File: src/rtl/regfile_pkg.sv
// Shared constants and index type for the RV32 register file with busy scoreboard.
package regfile_pkg;

  localparam int unsigned XLEN_DEF  = 32;
  localparam int unsigned NREGS_DEF = 32;
  localparam int unsigned AW_DEF    = $clog2(NREGS_DEF);
  localparam int unsigned REG_ZERO  = 0;

  typedef logic [AW_DEF-1:0] reg_idx_t;

endpackage

File: src/rtl/regfile_sb_if.sv
// Decode/writeback bus of the register file; master = pipeline side, slave = regfile_sb.
interface regfile_sb_if
  import regfile_pkg::*;
#(
  parameter int unsigned XLEN  = XLEN_DEF,
  parameter int unsigned NREGS = NREGS_DEF,
  parameter int unsigned NRD   = 2
);
  localparam int unsigned AW = $clog2(NREGS);

  logic                 wen;
  logic [AW-1:0]        regW_sel;
  logic [XLEN-1:0]      regW_i;
  logic [NRD*AW-1:0]    rd_sel;
  logic [NRD*XLEN-1:0]  rd_o;
  logic [NRD-1:0]       rd_busy_o;
  logic                 issue_en;
  logic [AW-1:0]        issue_sel;
  logic                 flush;
  logic [NREGS-1:0]     busy_o;

  modport master (
    output wen, regW_sel, regW_i, rd_sel, issue_en, issue_sel, flush,
    input  rd_o, rd_busy_o, busy_o
  );

  modport slave (
    input  wen, regW_sel, regW_i, rd_sel, issue_en, issue_sel, flush,
    output rd_o, rd_busy_o, busy_o
  );

endinterface

File: src/rtl/regfile_scoreboard.sv
// Per-register busy bits: flush beats issue, issue beats writeback; entry 0 never busy.
module regfile_scoreboard
  import regfile_pkg::*;
#(
  parameter int unsigned NREGS = NREGS_DEF,
  localparam int unsigned AW   = $clog2(NREGS)
) (
  input  logic             clk,
  input  logic             rst,
  input  logic             wen_i,
  input  logic [AW-1:0]    wsel_i,
  input  logic             issue_en_i,
  input  logic [AW-1:0]    issue_sel_i,
  input  logic             flush_i,
  output logic [NREGS-1:0] busy_o
);

  logic [NREGS-1:0] busy_q;
  logic [NREGS-1:0] busy_d;

  always_comb begin
    busy_d = '0;
    for (int unsigned r = 0; r < NREGS; r++) begin
      if (r == REG_ZERO) begin
        busy_d[r] = 1'b0;
      end else if (flush_i) begin
        busy_d[r] = 1'b0;
      end else if (issue_en_i && (issue_sel_i == AW'(r))) begin
        busy_d[r] = 1'b1;
      end else if (wen_i && (wsel_i == AW'(r))) begin
        busy_d[r] = 1'b0;
      end else begin
        busy_d[r] = busy_q[r];
      end
    end
  end

  always_ff @(posedge clk or posedge rst) begin
    if (rst) begin
      busy_q <= '0;
    end else begin
      busy_q <= busy_d;
    end
  end

  assign busy_o = busy_q;

endmodule

File: src/rtl/regfile_sb.sv
// Multi-read-port register file with integrated busy scoreboard.
// Define REGFILE_BYPASS_EN for same-cycle write-to-read forwarding.
module regfile_sb
  import regfile_pkg::*;
#(
  parameter int unsigned XLEN  = XLEN_DEF,
  parameter int unsigned NREGS = NREGS_DEF,
  parameter int unsigned NRD   = 2
) (
  input logic        clk,
  input logic        rst,
  regfile_sb_if.slave bus
);

  localparam int unsigned   AW       = $clog2(NREGS);
  localparam logic [AW-1:0] IDX_ZERO = AW'(REG_ZERO);

  logic [XLEN-1:0]     regs_q [NREGS];
  logic [NREGS-1:0]    busy_s;
  logic                wr_hit_s;
  logic [NRD*XLEN-1:0] rd_data_s;
  logic [NRD-1:0]      rd_busy_s;

  assign wr_hit_s = bus.wen && (bus.regW_sel != IDX_ZERO);

  regfile_scoreboard #(.NREGS(NREGS)) u_scoreboard (
    .clk         (clk),
    .rst         (rst),
    .wen_i       (bus.wen),
    .wsel_i      (bus.regW_sel),
    .issue_en_i  (bus.issue_en),
    .issue_sel_i (bus.issue_sel),
    .flush_i     (bus.flush),
    .busy_o      (busy_s)
  );

  // Entry 0 is never written, so it keeps its reset value of zero.
  always_ff @(posedge clk or posedge rst) begin
    if (rst) begin
      for (int unsigned r = 0; r < NREGS; r++) begin
        regs_q[r] <= '0;
      end
    end else if (wr_hit_s) begin
      regs_q[bus.regW_sel] <= bus.regW_i;
    end
  end

  always_comb begin
    rd_data_s = '0;
    rd_busy_s = '0;
    for (int unsigned p = 0; p < NRD; p++) begin
      if (bus.rd_sel[p*AW +: AW] == IDX_ZERO) begin
        rd_data_s[p*XLEN +: XLEN] = '0;
        rd_busy_s[p]              = 1'b0;
      end
`ifdef REGFILE_BYPASS_EN
      // Forwarded result arrives this cycle, so the hazard is already resolved.
      else if (wr_hit_s && (bus.rd_sel[p*AW +: AW] == bus.regW_sel)) begin
        rd_data_s[p*XLEN +: XLEN] = bus.regW_i;
        rd_busy_s[p]              = 1'b0;
      end
`endif
      else begin
        rd_data_s[p*XLEN +: XLEN] = regs_q[bus.rd_sel[p*AW +: AW]];
        rd_busy_s[p]              = busy_s[bus.rd_sel[p*AW +: AW]];
      end
    end
  end

  assign bus.rd_o      = rd_data_s;
  assign bus.rd_busy_o = rd_busy_s;
  assign bus.busy_o    = busy_s;

endmodule

File: src/flat_wrapper.sv
// flat-port wrapper written by rule: the top's interface ports become plain ports
module regfile_sb_flat import regfile_pkg::*;
#(
  parameter int unsigned XLEN  = XLEN_DEF,
  parameter int unsigned NREGS = NREGS_DEF,
  parameter int unsigned NRD   = 2
)
  (clk, rst, bus_wen, bus_regW_sel, bus_regW_i, bus_rd_sel, bus_issue_en, bus_issue_sel, bus_flush, bus_rd_o, bus_rd_busy_o, bus_busy_o);
  regfile_sb_if #(.XLEN(XLEN), .NREGS(NREGS), .NRD(NRD)) bus_i ();
  input logic clk;
  input logic rst;
  input wire logic [$bits(bus_i.wen)-1:0] bus_wen;
  input wire logic [$bits(bus_i.regW_sel)-1:0] bus_regW_sel;
  input wire logic [$bits(bus_i.regW_i)-1:0] bus_regW_i;
  input wire logic [$bits(bus_i.rd_sel)-1:0] bus_rd_sel;
  input wire logic [$bits(bus_i.issue_en)-1:0] bus_issue_en;
  input wire logic [$bits(bus_i.issue_sel)-1:0] bus_issue_sel;
  input wire logic [$bits(bus_i.flush)-1:0] bus_flush;
  output wire logic [$bits(bus_i.rd_o)-1:0] bus_rd_o;
  output wire logic [$bits(bus_i.rd_busy_o)-1:0] bus_rd_busy_o;
  output wire logic [$bits(bus_i.busy_o)-1:0] bus_busy_o;
  assign bus_i.wen = bus_wen;
  assign bus_i.regW_sel = bus_regW_sel;
  assign bus_i.regW_i = bus_regW_i;
  assign bus_i.rd_sel = bus_rd_sel;
  assign bus_i.issue_en = bus_issue_en;
  assign bus_i.issue_sel = bus_issue_sel;
  assign bus_i.flush = bus_flush;
  assign bus_rd_o = bus_i.rd_o;
  assign bus_rd_busy_o = bus_i.rd_busy_o;
  assign bus_busy_o = bus_i.busy_o;
  regfile_sb #(.XLEN(XLEN), .NREGS(NREGS), .NRD(NRD)) u_core (.clk(clk), .rst(rst), .bus(bus_i));
endmodule
File: config.mk
export PLATFORM = sky130hd
export DESIGN_NAME = regfile_sb_flat
export DESIGN_NICKNAME = d
export VERILOG_FILES = /design/src/rtl/regfile_pkg.sv /design/src/rtl/regfile_sb_if.sv /design/src/rtl/regfile_scoreboard.sv /design/src/rtl/regfile_sb.sv /design/src/flat_wrapper.sv
export SDC_FILE = /design/constraint.sdc
export NUM_CORES = 2
export LEC_CHECK = 0
export BUFFER_PORTS_ARGS = -buffer_cell sky130_fd_sc_hd__buf_2
export CAP_MARGIN = 20
export CORE_MARGIN = 1.5
export CORE_UTILIZATION = 55
export CTS_CLUSTER_DIAMETER = 30
export DETAILED_ROUTE_END_ITERATION = 10
export PLACE_DENSITY = 0.77
export SYNTH_ARGS = -nofsm -noshare
export SYNTH_HDL_FRONTEND = slang
export SYNTH_HIERARCHICAL = 1
export SYNTH_SLANG_ARGS = --single-unit
File: constraint.sdc
create_clock -name clk -period 48.2 [get_ports clk]
set_clock_uncertainty 0.2 [all_clocks]
set_input_delay 4.82 -clock clk [delete_from_list [all_inputs] [get_ports clk]]
set_output_delay 4.82 -clock clk [all_outputs]
set_load 0.005 [all_outputs]
==> flow_metrics.tcl <==
set metrics [dict create \
    dr_total_vias 38900 \
    worstHoldEndpoint "u_core/regs_q[998]$_DFFE_PP0P_" \
    pre_cts_ws_ns 34.21 \
    antenna_found_initial 18 \
    clock_sinks 1055 \
    initial_core_util 0.553 \
    dieWidth_um 325 \
    yosysWarnings 6 \
    drt-initial-drc-count 4898 \
    die-area_um2 106000 \
    crit_buf_inv 4 \
    clkPwrFrac 0.464 \
    gp_congestion 0.875 \
    grt_pass1_wl_um 269000 \
    ant_nets 0 \
    timing_hold_violations_final 0 \
    synthFlopType "dfrtp_1" \
    critPathCaptureType "primary output" \
    die-height_um 325 \
    finish.utilization 0.632 \
    holdBufCountCts 0 \
    p_sw_mw 0.835 \
    switching_share 0.265 \
    root_buffer "clkbuf_16" \
    yosys_register_bits 1055 \
    vias_per_cell 7.27 \
    internal-power_mw 2.31 \
    syn2layout_area_growth_pct 14.2 \
    drc_errors 0 \
    synth_top_cell_by_area "dfrtp_1" \
    cts_htree_levels 4 \
    finalWorstPathRequiredPeriod_ns 14.29 \
    syn_nets 3846 \
    hpwl_um 100000 \
    track_usage 0.345 \
    drive_above_1_share 0.530 \
    synth_top_family_by_area "multiplexers" \
    seq_area_um2 26400 \
    p_per_area_nw_per_um2 48.2 \
    setup_ws_ns 33.91 \
    setup_tns_ns 0 \
    r2r-start "u_core/u_scoreboard/busy_o[18]$_DFFE_PP0P_" \
    n_fill_cell 7346 \
    synth_edf_count 0 \
    finalWirelength_um 183000 \
    hp-class "register to register" \
    rsz0062_at_grt "false" \
    netlist_area_um2 57100 \
    synth_cells 3789 \
    hold_start "u_core/regs_q[998]$_DFFE_PP0P_" \
    synthAdderAreaFrac 0 \
    cpLargestDelayFamily "buffers and inverters" \
    synth_mux_area_frac 0.418 \
    fmax_mhz 70.0 \
    pwr-share-seq 0.374 \
    relSlewSlack 0.151 \
    ctsResizeCount 0 \
    worstPathRequired_ns 43.18 \
    numPortBuffers 153 \
    wl_per_cell_um 34.1 \
    r2r-end "u_core/u_scoreboard/busy_o[18]$_DFFE_PP0P_" \
    arrival_ns 9.27 \
    cts_buffers 195 \
    path_class "input port to primary output" \
    path_clk_slew_ns 0.05 \
    slew_violations 0 \
    drtPass1Iterations 5 \
    dpl-instance-area_um2 58000 \
    leakagePower_nw 28.4 \
    rrSetupSlack_ns 46.94 \
    comb_power_share 0.161 \
    synth_top_area_share 0.462 \
    worst_pin_slew_ns 1.26 \
    overflow 0 \
    yosys.area_share.simple 0.0196 \
    setup_viol 0 \
    ys_types 55 \
    power_mw 3.15 \
    reg2regPathDepth 2 \
    slowest_stage "a311oi_1" \
    fin_crit_sh 0.296 \
    cts_setup_buffers 0 \
    max_cap_violations 0 \
    synthArstFlopShare 1.00 \
    yosysMostFrequentCell "dfrtp_1" \
    core-area_um2 103000 \
    worst-path-max-fanout 143 \
    grt_max_degree 144 \
    start_kind "input port" \
    max-vdd-ir-drop_uv 38.1 \
    cts_tree "yes" \
    min_path_cells 0 \
    finalInstanceArea_um2 65300 \
    synthTopCellsByArea "dfrtp_1, mux2_2, mux4_2, mux4_1, mux2i_1" \
    final_net_count 3847 \
    rows 118 \
    io_pins 155 \
    syn_area_per_cell_um2 15.1 \
    grt_pass1_vias 39400 \
    status "completed" \
    synthTopCellsByCount "dfrtp_1, mux2_2, mux4_2" \
    multi_input_area_um2 28400 \
    cpPeakStageDelay_ns 1.05 \
    crit_chain "buf_8, buf_12, buf_4, mux2i_1, a221oi_1, o21ai_0, a311oi_1, buf_2" \
    yosys.area_share.xor_xnor 0 \
    yosysSeqAreaShare 0.462 \
    cts_buffer_depth 3 \
    clock_latency_ns 0.78 \
    synth_compound_area_frac 0.0558 \
]
## area by class of cell
type	count	area share
multi-input cells	2290	0.435
flip-flops and latches	1055	0.405
clock buffers	233	0.0811
clock inverters	135	0.0280
well taps	1380	0.0265
repair buffers	243	0.0245
inverters	5	0.000479
diodes	8	0.000307
## per-layer routing
| metal | share of wire | global-route usage | vias to the layer above | routed length [µm] |
|---|---|---|---|---|
| met2 | 0.44 | 0.505 | 2664 | 81200 |
| met4 | 0.051 | 0.172 | 22 | 9270 |
| met3 | 0.12 | 0.113 | 608 | 22500 |
| met5 | 0.00074 | 0.00317 | - | 136 |
| met1 | 0.38 | 0.465 | 20700 | 69500 |
| li1 | - | - | 14900 | - |
## cells in the final DEF, fill, tap and decap left out, types with 5 or more instances in the layout
cell / netlist / final
diode_2: 0 / 8
a311oi_1: 62 / 60
clkinv_4: 0 / 13
bufinv_16: 0 / 32
nand2_1: 54 / 39
clkinv_8: 0 / 7
a311oi_2: 4 / 6
mux4_1: 62 / 62
clkinvlp_4: 0 / 31
o2111ai_1: 16 / 16
o211ai_1: 21 / 21
o311ai_1: 6 / 6
mux2_1: 22 / 22
clkbuf_16: 0 / 197
a221oi_1: 46 / 46
mux2i_1: 132 / 132
inv_6: 0 / 17
a211oi_1: 66 / 66
nand3_1: 7 / 7
buf_2: 135 / 148
mux2_2: 1036 / 1036
a22oi_1: 66 / 66
nor2_1: 13 / 5
nor2_4: 2 / 18
nand2_2: 0 / 15
nand3b_1: 5 / 5
o21ai_0: 59 / 59
dfrtp_1: 1055 / 1055
clkinv_2: 0 / 31
clkbuf_1: 179 / 13
clkbuf_8: 0 / 23
nor2b_1: 72 / 68
buf_4: 56 / 83
mux4_2: 400 / 400
o21ai_1: 88 / 88
## cells by family after synthesis
kind of cell / count (synthesis)
multiplexers: 1652
other: 1
buffers and inverters: 444
AO/OA/AOI/OAI: 442
flip-flops: 1055
AND/OR/NAND/NOR: 195
## power groups by stage
stage                     logic, mW  clock network, mW  registers [mW]
after floorplan               0.400                  0            1.14
after global placement        0.480                  0            1.17
after detailed placement      0.496                  0            1.18
after CTS                     0.502               1.47            1.17
after global routing          0.536               1.51            1.19
final                         0.508               1.46            1.18
## sequential cells by signal (all words and copies together) (netlist names)
register                    cells
u_core/regs_q                1024
u_core/u_scoreboard/busy_o     31
## how the worst max path moves through the flow
| stage | from | end | slack (ns) | cells past startpoint |
|---|---|---|---|---|
| after floorplan | rst | u_core/regs_q[0]$_DFFE_PP0P_ | 14.36 | 1 |
| after detailed placement | bus_rd_sel[2] | bus_rd_o[31] | 34.21 | 8 |
| after CTS | bus_rd_sel[2] | bus_rd_o[31] | 34.21 | 8 |
| after global placement | bus_rd_sel[6] | bus_rd_o[43] | 33.82 | 8 |
| final | bus_rd_sel[2] | bus_rd_o[31] | 33.91 | 8 |
| after global routing | bus_rd_sel[2] | bus_rd_o[31] | 33.89 | 8 |
## metrics by stage
| stage | hold slack (ns) | cells |
|---|---|---|
| 2_1_floorplan | 0.236 | 3789 |
| 3_3_place_gp | 0.177 | 4968 |
| 3_5_place_dp | 0.184 | 4970 |
| 4_1_cts | 0.194 | 5338 |
| 5_1_grt | 0.205 | 5345 |
| 6_report | 0.191 | 5349 |
## worst reg2reg max path, stage by stage (launching register included)
cell and delay (ns):
dfrtp_1 0.62, o311ai_1 0.19, o21ai_1 0.16
Note: power is estimated with default switching activity, not from simulation.
